File: src/rtl/wb_arb_pkg.sv
// Shared constants and helpers for the Wishbone round-robin/fixed arbiter.
// The mode constants select the arbitration policy of wb_arb_rr.
package wb_arb_pkg;

    localparam logic ARB_MODE_RR    = 1'b1;
    localparam logic ARB_MODE_FIXED = 1'b0;

    localparam int WB_ARB_MAX_REQ = 16;
    localparam int WB_ARB_IDX_W   = $clog2(WB_ARB_MAX_REQ);

    // Encodes a one-hot (or zero) vector; with more than one bit set the result is the OR of indices.
    function automatic logic [WB_ARB_IDX_W-1:0] onehot_to_bin(input logic [WB_ARB_MAX_REQ-1:0] oh);
        logic [WB_ARB_IDX_W-1:0] b;
        b = '0;
        for (int i = 0; i < WB_ARB_MAX_REQ; i++) begin
            if (oh[i]) begin
                b = b | WB_ARB_IDX_W'(i);
            end
        end
        return b;
    endfunction

endpackage

File: src/rtl/wb_arb_pick.sv
// Combinational next-master picker: finds the first set bit of req_mask scanning upward
// from start (round robin) or from index 0 (fixed), wrapping inside 0..NREQ-1.
module wb_arb_pick
    import wb_arb_pkg::*;
#(
    parameter int NREQ = 4,
    localparam int GNT_W = $clog2(NREQ)
) (
    input  logic [NREQ-1:0]  req_mask,
    input  logic [GNT_W-1:0] start,
    input  logic             mode,
    output logic             found,
    output logic [GNT_W-1:0] idx
);

    logic [GNT_W-1:0]  base;
    logic [2*NREQ-1:0] dbl;
    logic [NREQ-1:0]   rot;
    logic [NREQ-1:0]   first;
    logic [GNT_W-1:0]  ofs;
    logic [GNT_W:0]    pos;
    logic [GNT_W:0]    sum;

    always_comb begin
        base = (mode == ARB_MODE_RR) ? start : '0;
        dbl  = {req_mask, req_mask};
        rot  = '0;
        pos  = '0;
        // Reading the doubled vector from base rotates without touching codes >= NREQ.
        for (int i = 0; i < NREQ; i++) begin
            pos    = (GNT_W+1)'(i) + {1'b0, base};
            rot[i] = dbl[pos];
        end
        first = rot & (~rot + NREQ'(1));
        found = |rot;
        ofs   = GNT_W'(onehot_to_bin(WB_ARB_MAX_REQ'(first)));
        sum   = {1'b0, base} + {1'b0, ofs};
        if (sum >= (GNT_W+1)'(NREQ)) begin
            sum = sum - (GNT_W+1)'(NREQ);
        end
        idx = sum[GNT_W-1:0];
    end

endmodule

File: src/rtl/wb_arb_rr.sv
// N-requester Wishbone bus arbiter with round-robin or fixed priority, an optional
// hold limit that forces rotation, and per-master lock that suppresses that preemption.
module wb_arb_rr
    import wb_arb_pkg::*;
#(
    parameter int   NREQ     = 4,
    parameter logic ARB_MODE = ARB_MODE_RR,
    parameter int   HOLD_MAX = 0,
    localparam int  GNT_W    = $clog2(NREQ)
) (
    input  logic             clk,
    input  logic             rstn,
    input  logic [NREQ-1:0]  req,
    input  logic [NREQ-1:0]  lock,
    output logic [GNT_W-1:0] gnt,
    output logic [NREQ-1:0]  gnt_oh,
    output logic             gnt_vld,
    output logic             gnt_chg
);

    localparam int HC_W = (HOLD_MAX > 0) ? $clog2(HOLD_MAX + 1) : 1;
    localparam logic [HC_W-1:0] HOLD_LAST = (HOLD_MAX > 0) ? HC_W'(HOLD_MAX - 1) : '0;

    if (NREQ < 2 || NREQ > WB_ARB_MAX_REQ || HOLD_MAX < 0 || HOLD_MAX > 255) begin : g_bad_param
        $error("wb_arb_rr: NREQ must be 2..16 and HOLD_MAX 0..255");
    end

    logic [HC_W-1:0]  hold_cnt;
    logic [HC_W-1:0]  nxt_cnt;
    logic [NREQ-1:0]  cur_oh;
    logic [NREQ-1:0]  others;
    logic             cur_lock;
    logic [GNT_W-1:0] start;
    logic [GNT_W-1:0] sel;
    logic [GNT_W-1:0] nxt_gnt;
    logic             found;

    wb_arb_pick #(.NREQ(NREQ)) u_pick (
        .req_mask (others),
        .start    (start),
        .mode     (ARB_MODE),
        .found    (found),
        .idx      (sel)
    );

    // The bus belongs to master gnt only while gnt_vld is high; a parked grant is not a grant.
    always_comb begin
        cur_oh = '0;
        for (int i = 0; i < NREQ; i++) begin
            cur_oh[i] = (gnt == GNT_W'(i));
        end
        gnt_vld  = |(req & cur_oh);
        cur_lock = |(lock & cur_oh);
        others   = req & ~cur_oh;
        gnt_oh   = cur_oh & {NREQ{gnt_vld}};
        start    = (gnt == GNT_W'(NREQ - 1)) ? '0 : gnt + GNT_W'(1);
    end

    always_comb begin
        nxt_gnt = gnt;
        if (found && !gnt_vld) begin
            nxt_gnt = sel;
        end else if (found && gnt_vld && (HOLD_MAX > 0) && (hold_cnt == HOLD_LAST) && !cur_lock) begin
            nxt_gnt = sel;
        end

        // Counts cycles the holder keeps the bus while someone else is waiting.
        if ((HOLD_MAX == 0) || (nxt_gnt != gnt) || !gnt_vld) begin
            nxt_cnt = '0;
        end else if (found && !cur_lock && (hold_cnt != HOLD_LAST)) begin
            nxt_cnt = hold_cnt + HC_W'(1);
        end else begin
            nxt_cnt = hold_cnt;
        end
    end

    always_ff @(posedge clk or negedge rstn) begin
        if (!rstn) begin
            gnt      <= '0;
            hold_cnt <= '0;
            gnt_chg  <= 1'b0;
        end else begin
            gnt      <= nxt_gnt;
            hold_cnt <= nxt_cnt;
            gnt_chg  <= (nxt_gnt != gnt);
        end
    end

endmodule

File: config.mk
export PLATFORM = sky130hd
export DESIGN_NAME = wb_arb_rr
export DESIGN_NICKNAME = d
export VERILOG_FILES = /design/src/rtl/wb_arb_pkg.sv /design/src/rtl/wb_arb_pick.sv /design/src/rtl/wb_arb_rr.sv
export SDC_FILE = /design/constraint.sdc
export NUM_CORES = 1
export LEC_CHECK = 0
export ABC_AREA = 1
export BUFFER_PORTS_ARGS = -buffer_cell sky130_fd_sc_hd__buf_2
export CAP_MARGIN = 0
export CORE_AREA = 2 2 39 41
export DETAILED_ROUTE_END_ITERATION = 8
export DIE_AREA = 0 0 41 43
export GPL_ROUTABILITY_DRIVEN = 1
export GPL_TIMING_DRIVEN = 0
export PLACE_DENSITY = 0.77
export SYNTH_ARGS = -nofsm -noshare
export SYNTH_HDL_FRONTEND = slang
export SYNTH_SLANG_ARGS = --single-unit
File: constraint.sdc
create_clock -name clk -period 5.13 [get_ports clk]
set_input_delay 0.513 -clock clk [delete_from_list [all_inputs] [get_ports clk]]
set_output_delay 0.513 -clock clk [all_outputs]
set_load 0.005 [all_outputs]
==> metrics.txt <==
run status=finished, final reports clean; Critical Path Fanout Max=10; area leader, netlist=nand2_1; class of the worst hold path=primary input to asynchronous set/reset pin; Seq/Total Area, Yosys=14.5%; CTS Buffer Depth=2; crit path launch=gnt[0]$_DFF_PN0_; Worst-Margin Slew=0.344 ns; Die ar.=1760 µm²; layout cell share with drive strength beyond 1=24.3%; Final Cycle Share=45.8%; Die Width=between 40 and 50 µm; Mapped Area=~520 µm²; hold buffers post-CTS=0; Slew HR=77.1%; final-report max-slew violation count=0; highest clock rate=approximately 0.43 GHz; Avg Cell Area, Syn=~5.5 µm²; port bufs=13; first-pass GRT wire length=between 1500 and 2000 µm; TritonCTS clock tree=yes; nets=126; Clock Pin Slew Worst Setup and Hold Paths=around 0.040 ns; I/O pin count=18; Placed Area=604 µm²; antenna-violating nets left=0; Crit. End Element=output pin; initial core utilization=37.5%; DRC=0; drt first-iter violations=9; crit path launch type=flip-flop; Req. time, crit path=about 4.6 ns; Root Driver=clkbuf_4; Synth cell types=17; clock sinks=3; antenna violations before repair=0; diode count=0; Fin. Hold Viols=0; Arr. time, crit path=1.84 ns; Layout area overhead=21.4%; Fill cells=150; detailed-router iteration count before antenna repair=4; final worst slack=between 2 and 3 ns; H-tree Lvls=1; R2R Path Start=gnt[0]$_DFF_PN0_; Via density=4.75; Yosys warning total=0; Synth top area share=between 20% and 30%; WHS=0.0586 ns; GRT Util Overall=15.4%; Synth Register Bits=3; Max-cap violations=0; Design Area, Final=631 µm²; Clock Latency Late Sink=0.24 ns; largest net degree at the start of global routing=11; row cnt=14; # Post-CTS Setup Buffers=0; core footprint=1380 µm²; Net Count, Synth=between 100 and 150; via count=603; synth top area cells=nand2_1, dfrtp_1, ha_1, nand3_1, inv_1; WS Path Type=flip-flop to output pin; RSZ-0062 raised after global routing=no; PostCTS Resize Cnt=0; die height=43 µm; pre-CTS WS=2.89 ns; vias in the first global route=511; routability cong.=about 0.89; grt total ovfl=0; Final TNS setup=0 ns; post-route minimum period=2.35 ns; Setup Skew=0.00713 ns; Detailed Place HPWL=947 µm; Final setup viols=0; Post-Route WL=~1200 µm; TritonCTS Buffers=3; DR WL/cell=9.31 µm; Synth Instances=94
cells in the final DEF (no fill, tap or decap), types with 2 or more instances in the layout:
cell type / Yosys / layout
nand3_2: 2 / 2
dfrtp_1: 3 / 3
nand2_1: 39 / 39
nor2_1: 9 / 9
nand2_2: 4 / 4
nand3_1: 9 / 9
buf_2: 0 / 13
nor2_2: 2 / 2
clkbuf_4: 0 / 3
ha_1: 4 / 4
o21ai_0: 2 / 2
inv_1: 12 / 12
o22ai_1: 2 / 2
critical path: stages (launching register included):
cell and delay, ns:
dfrtp_1 0.54, inv_2 0.12, ha_1 0.23, inv_1 0.08, o22ai_1 0.08, nor2_1 0.25
inv_1 0.15, buf_2 0.15
synthesized netlist by cell type, drive strengths merged:
cell and instances:
dfrtp 3, nand3 11, o211ai 1, o21ai 2
inv 13, nand2 44, nand4 1, nor2 12
clkinv 1, ha 4, o22ai 2
logic make-up (layout without fill, tap and decap cells):
family	Yosys count	count (layout)	share of synthesized area (%)
flip-flops	3	3	14.5
buffers and inverters	14	31	10.1
AO/OA/AOI/OAI	5	5	5.78
AND/OR/NAND/NOR	68	68	60.0
adder cells (fa/ha/maj)	4	4	9.64
through the flow:
| step | utilization, % | std cells |
|---|---|---|
| floorplan | - | 94 |
| global placement | 43.7 | 123 |
| detailed placement | 43.7 | 123 |
| CTS | 45.6 | 127 |
| global route | 45.6 | 127 |
| finish | 45.6 | 127 |
area by class of cell:
cell class / count / area, µm² / area share (%)
Sequential cell: 3 / 75.1 / 11.9
Clock buffer: 4 / 26.3 / 4.17
Timing Repair Buffer: 13 / 65.1 / 10.3
Tap cell: 16 / 20.0 / 3.17
Multi-Input combinational cell: 77 / 392 / 62.1
Inverter: 14 / 52.6 / 8.33
per-layer routing:
metal | vias to the layer above | share of wire, % | wire length [µm] | GRT usage (%)
met1 | 255 | 46 | 544 | 18.0
met3 | 2 | 3.6 | 43 | 3.14
li1 | 326 | - | - | -
met2 | 20 | 49 | 581 | 24.7
met5 | - | 0 | 0 | 0
met4 | 0 | 1.1 | 13 | 8.00
path summary, 6_finish.rpt:
check,endpoint,slack [ns],cells after the start
worst max register to register,gnt[1]$_DFF_PN0_,2.86,15
worst min-delay path,gnt[0]$_DFF_PN0_,0.06,1
min in group clk,gnt_chg$_DFF_PN0_,0.62,2
worst max-delay path,gnt_vld,2.78,7
max in group asynchronous,gnt[1]$_DFF_PN0_,4.96,1
worst min register to register,gnt_chg$_DFF_PN0_,0.62,2
registers in the layout, indices dropped and copies added, names as in the netlist:
signal,count
gnt,2
gnt_chg,1
Power is not shown: default switching activity piles up to over one toggle a cycle in this logic, so the estimate is an artifact.
